**config.mk**
```make
export PLATFORM = sky130hd
export DESIGN_NAME = alu_arbiter
export DESIGN_NICKNAME = d
export VERILOG_FILES = /design/src/rtl/alu_arb_pkg.sv /design/src/rtl/alu_arbiter_core.sv /design/src/rtl/alu_arbiter.sv
export SDC_FILE = /design/constraint.sdc
export NUM_CORES = 1
export LEC_CHECK = 0
export CAP_MARGIN = 20
export CORE_UTILIZATION = 46
export DETAILED_ROUTE_END_ITERATION = 16
export HOLD_SLACK_MARGIN = 0.15
export PLACE_DENSITY = 0.75
export SLEW_MARGIN = 20
export SYNTH_ARGS = -nofsm -noshare
export SYNTH_HDL_FRONTEND = slang
export SYNTH_SLANG_ARGS = --single-unit
```
**constraint.sdc**
```tcl
create_clock -name clk -period 1.9 [get_ports clk]
set_input_delay 0.57 -clock clk [delete_from_list [all_inputs] [get_ports clk]]
set_output_delay 0.57 -clock clk [all_outputs]
set_load 0.005 [all_outputs]
```
**src/rtl/alu_arb_pkg.sv**
```systemverilog
// alu_arb_pkg: shared constants for the two-requester ALU arbiter.
// Holds the default datapath width, opcode encodings and FSM state encoding.
package alu_arb_pkg;

    localparam int WIDTH_DEF = 4;

    localparam logic [1:0] OP_AND = 2'b00;
    localparam logic [1:0] OP_OR  = 2'b01;
    localparam logic [1:0] OP_XOR = 2'b10;
    localparam logic [1:0] OP_ADD = 2'b11;

    typedef enum logic [1:0] {
        S_IDLE = 2'd0,
        S_EXEC = 2'd1,
        S_RESP = 2'd2
    } state_e;

endpackage

```
**src/rtl/alu_arbiter_core.sv**
```systemverilog
// alu_core: purely combinational AND/OR/XOR/ADD unit shared by both requesters.
// Optional macro ALU_ARB_FLAGS_EN adds the ADD carry-out port.
module alu_core
    import alu_arb_pkg::*;
#(
    parameter int WIDTH = WIDTH_DEF
) (
    input  logic [1:0]       op_i,
    input  logic [WIDTH-1:0] a_i,
    input  logic [WIDTH-1:0] b_i,
    output logic [WIDTH-1:0] res_o
`ifdef ALU_ARB_FLAGS_EN
    ,
    output logic             carry_o
`endif
);

    logic [WIDTH-1:0] sum_r;

`ifdef ALU_ARB_FLAGS_EN
    logic [WIDTH:0] sum_w;
    assign sum_w   = {1'b0, a_i} + {1'b0, b_i};
    assign sum_r   = sum_w[WIDTH-1:0];
    // Carry only means something for ADD; logic ops report 0.
    assign carry_o = (op_i == OP_ADD) & sum_w[WIDTH];
`else
    // Modulo 2^WIDTH add, carry is simply not built.
    assign sum_r = a_i + b_i;
`endif

    // Opcode select.
    always_comb begin
        res_o = '0;
        case (op_i)
            OP_AND:  res_o = a_i & b_i;
            OP_OR:   res_o = a_i | b_i;
            OP_XOR:  res_o = a_i ^ b_i;
            default: res_o = sum_r;
        endcase
    end

endmodule

```
**src/rtl/alu_arbiter.sv**
```systemverilog
// alu_arbiter: round-robin share of one ALU between two requesters.
// IDLE grants and latches operands, EXEC registers the result, RESP pulses done.
// Optional macro ALU_ARB_FLAGS_EN adds registered zf/cf outputs.
module alu_arbiter
    import alu_arb_pkg::*;
#(
    parameter int WIDTH = WIDTH_DEF
) (
    input  logic             clk,
    input  logic             rst,
    input  logic             req0,
    input  logic             req1,
    input  logic [1:0]       op0,
    input  logic [1:0]       op1,
    input  logic [WIDTH-1:0] A0,
    input  logic [WIDTH-1:0] B0,
    input  logic [WIDTH-1:0] A1,
    input  logic [WIDTH-1:0] B1,
    output logic             gnt0,
    output logic             gnt1,
    output logic             done0,
    output logic             done1,
    output logic [WIDTH-1:0] out,
    output logic             busy
`ifdef ALU_ARB_FLAGS_EN
    ,
    output logic             zf,
    output logic             cf
`endif
);

    state_e           state_q, state_d;
    logic             ptr_q, ptr_d;      // last requester granted
    logic             win_q, win_d;      // requester owning the current op
    logic [1:0]       op_q, op_d;
    logic [WIDTH-1:0] a_q, a_d, b_q, b_d;
    logic [WIDTH-1:0] out_q;
    logic [WIDTH-1:0] alu_res;
    logic             pick;

    // Single request wins outright; a tie goes to whoever was not granted last.
    assign pick = (req0 & req1) ? ~ptr_q : req1;

`ifdef ALU_ARB_FLAGS_EN
    logic alu_carry;
    logic zf_q, cf_q;
    alu_core #(.WIDTH(WIDTH)) u_core (
        .op_i(op_q), .a_i(a_q), .b_i(b_q), .res_o(alu_res), .carry_o(alu_carry)
    );
`else
    alu_core #(.WIDTH(WIDTH)) u_core (
        .op_i(op_q), .a_i(a_q), .b_i(b_q), .res_o(alu_res)
    );
`endif

    // State, pointer and latched-operand registers.
    always_ff @(posedge clk) begin
        if (rst) begin
            state_q <= S_IDLE;
            ptr_q   <= 1'b1;
            win_q   <= 1'b0;
            op_q    <= '0;
            a_q     <= '0;
            b_q     <= '0;
        end else begin
            state_q <= state_d;
            ptr_q   <= ptr_d;
            win_q   <= win_d;
            op_q    <= op_d;
            a_q     <= a_d;
            b_q     <= b_d;
        end
    end

    // Next state: arbitrate and latch only in IDLE; EXEC/RESP ignore requests.
    always_comb begin
        state_d = state_q;
        ptr_d   = ptr_q;
        win_d   = win_q;
        op_d    = op_q;
        a_d     = a_q;
        b_d     = b_q;
        case (state_q)
            S_IDLE: begin
                if (req0 | req1) begin
                    win_d   = pick;
                    ptr_d   = pick;
                    op_d    = pick ? op1 : op0;
                    a_d     = pick ? A1  : A0;
                    b_d     = pick ? B1  : B0;
                    state_d = S_EXEC;
                end
            end
            S_EXEC:  state_d = S_RESP;
            S_RESP:  state_d = S_IDLE;
            default: state_d = S_IDLE;
        endcase
    end

    // Result register: loads at the end of EXEC, holds otherwise, cleared by reset.
    always_ff @(posedge clk) begin
        if (rst) begin
            out_q <= '0;
`ifdef ALU_ARB_FLAGS_EN
            zf_q  <= 1'b0;
            cf_q  <= 1'b0;
`endif
        end else if (state_q == S_EXEC) begin
            out_q <= alu_res;
`ifdef ALU_ARB_FLAGS_EN
            zf_q  <= (alu_res == '0);
            cf_q  <= alu_carry;
`endif
        end
    end

    // Moore outputs: gnt marks the EXEC cycle, done marks the RESP cycle.
    always_comb begin
        gnt0  = (state_q == S_EXEC) & ~win_q;
        gnt1  = (state_q == S_EXEC) &  win_q;
        done0 = (state_q == S_RESP) & ~win_q;
        done1 = (state_q == S_RESP) &  win_q;
        busy  = (state_q != S_IDLE);
    end

    assign out = out_q;
`ifdef ALU_ARB_FLAGS_EN
    assign zf  = zf_q;
    assign cf  = cf_q;
`endif

endmodule

```
==> results.md <==
- Status: finished clean
- Switching power: 0.309 mW
- Die H: 51.5 µm
- Kind of start point of the critical path: flop
- Root buffer cell: clkbuf_4
- WHS Path Cells: 2
- Worst R2R Start: a_q[1]
- Num CTS Buffers: 3
- Hold endpoint: out[1]
- Starting Density: 49.9%
- Crit Path Class: flop to primary output
- Layout cells sized above 1: 17.4%
- Post-Syn Nets: 154
- Io pins: 33
- Final Hold Fails: 0
- Antenna violations before repair: 0
- R2R cell count: 6
- Largest net degree at the start of global routing: 21
- Final WL: 2210 µm
- Placeable Area: 2250 µm²
- Pwr Total: 0.988 mW
- Synth Instances: 121
- TritonCTS clock tree: done
- P_leak: 0.653 nW
- Vias per cell: 5.19
- Logic gate share of total power: 34.5%
- Final Slew Violations: 0
- Cell area after synthesis: 1120 µm²
- Sink Count: 18
- MaxCap Viol Count: 0
- DR iter-0 viols: 3
- R2R setup slack: 0.26 ns
- Number of global-route vias before repair: 929
- Period utilization: 93.7%
- Crit path from: state_q[1]
- PD cells: 644 nW/µm²
- Post-synthesis sequential area ratio: 32.0%
- Non-filler instance count after layout: 183
- Filler instances: 201
- GRT Total Usage: 20.0%
- DRT Pass-1 Iters: 4
- First-pass GRT wire length: 3890 µm
- Drt wl/cell: 12.1 µm
- Number of nets with antenna violations after routing: 0
- Seq pwr share: 46.4%
- Clock Power Share: 19.0%
- Final HPWL DP: 1690 µm
- Unrepaired setup endpoints after global routing: false
- Switching Share: 31.2%
- Row Count: 17
- Area leader, netlist: dfxtp_1
- Peak VDD IR: 0.482 mV
- Hold-fix buffers, CTS: 0
- Required time of the worst setup path: 1.33 ns
- Internal power: 0.680 mW
- Hold Startpoint: out[1]
- Yosys cell types: 37
- Layout Skew: 0.00359 ns
- Clock Latency Late Sink: 0.29 ns
- Final Critical Period: 1.78 ns
- GRT Residual Overflow: 0
- Placed Instances: 178
- IO Port Bufs: 32
- Post-Syn Area per Cell: 9.30 µm²
- Diodes inserted: 0
- Reg-to-Reg End: out[2]
- Final net count: 190
- Via count: 950
- Commonest non-fill, non-tap cell in the layout: clkdlybuf4s50_1
- Fin Hold WS: 0.482 ns
- Synth top area share: 32.0%
- FMAX: 562 MHz
- Most frequent cells in the layout: 27 x clkdlybuf4s50_1, 19 x nor2_1, 16 x dfxtp_1, 12 x mux2i_1
- Die Wd: 51.5 µm
- DRC: 0
- Reg clk slew, reported paths: 0.10 ns
- Crit-path max FO: 5
- CTS Buffer Depth: 2
- Slew @ Worst Pin: 0.470 ns
- Critical path endpoint category: primary output
- Final setup viols: 0
- P&R area growth vs syn: 36.5%
- DIE AREA: 2650 µm²
- Syn. warnings: 0
- Synthesis-stage register bit count: 18
- Setup TNS: 0 ns
- WP data arrival: 1.21 ns
- CTS HTree Levels: 1
- Worst hold path class: flop to flop
- Routability congestion estimate from global placement: 0.781
- Max_slew headroom: 68.6%
- Synth area leaders: dfxtp_1 32%, a211oi_2 11%, mux2i_1 11%, ha_1 10%, nor2_1 6.3%
[cells in the mapped netlist, drive strengths merged]
cell type	count
nor3	3
a2bb2oi	1
mux2	2
ha	9
o221ai	2
nand2	1
a21oi	4
and3b	1
dfxtp	18
and2	1
and2b	1
o2111ai	1
a22oi	1
mux2i	12
a41oi	1
nand3	1
o21a	1
o21ai	1
a21o	1
nor2	20
a31oi	1
a211oi	12
inv	10
nand4	1
buf	7
nor3b	1
or2	2
a21boi	1
a211o	1
nor2b	1
nand2b	2
[timing repair]
item / CTS / global route
gates resized for setup: 9 / 3
setup endpoints to repair: 5 / 2
pin swaps: 0 / 1
buffers inserted: 1 / 1
[power groups by stage]
stage / Clock, mW / Sequential, mW / Combinational (mW)
2_1_floorplan: 0 / 0.450 / 0.229
3_3_place_gp: 0 / 0.466 / 0.322
3_5_place_dp: 0 / 0.468 / 0.332
4_1_cts: 0.197 / 0.460 / 0.339
5_1_grt: 0.217 / 0.468 / 0.378
6_report: 0.188 / 0.459 / 0.341
[sequential cells by signal, summed over array words and instances (netlist names)]
register and cells:
out 4, win_q 1, a_q 4, op_q 2
state_q 2, b_q 4, ptr_q 1
[critical path, stage by stage, from the launching register on]
cell and delay [ns]:
dfxtp_4 0.39, and2b_1 0.18, and2_1 0.15, clkdlybuf4s15_1 0.19
[layer usage]
metal / routed length, µm / track usage [%] / up-vias
li1: - / - / 499
met1: 1000 / 23.2 / 428
met2: 1100 / 33.5 / 18
met3: 75 / 5.95 / 5
met4: 31 / 8.56 / 0
met5: 0 / 0 / -
[through the flow]
| step | cell area [µm²] | util (%) | setup WS, ns |
|---|---|---|---|
| 3_3_place_gp | 1480 | 65.6 | -0.0365 |
| 6_report | 1540 | 68.1 | 0.121 |
| 5_1_grt | 1540 | 68.1 | 0.0504 |
| 4_1_cts | 1520 | 67.5 | 0.0122 |
| 2_1_floorplan | 1120 | - | 0.390 |
| 3_5_place_dp | 1480 | 65.6 | -0.0704 |
[layout make-up]
class	instances	area [µm²]	share of cell area, %
clock buffer	3	22.5	1.47
inverter	10	37.5	2.44
multi-input combinational	86	696	45.3
sequential	18	368	24.0
tap	28	35.0	2.28
timing repair buffer	38	377	24.5
[cells by family (layout without fill, tap and decap cells)]
family          Yosys count  after routing  share of synthesized area, %
buf+inv                  17             51                          7.23
compound gates           28             28                          23.0
simple gates             35             35                          15.0
fa+ha+maj                 9              9                          10.0
mux                      14             14                          12.7
flops                    18             18                          32.0
[worst max-delay path by stage]
stage / to / cells after the start / slack, ns
after floorplan: out[3] / 6 / 0.39
after global placement: op_q[1] / 5 / -0.04
after detailed placement: a_q[3] / 4 / -0.07
after CTS: busy / 3 / 0.01
after global routing: gnt1 / 3 / 0.05
final: gnt1 / 3 / 0.12
No activity file was read; power rests on OpenSTA's default activity.
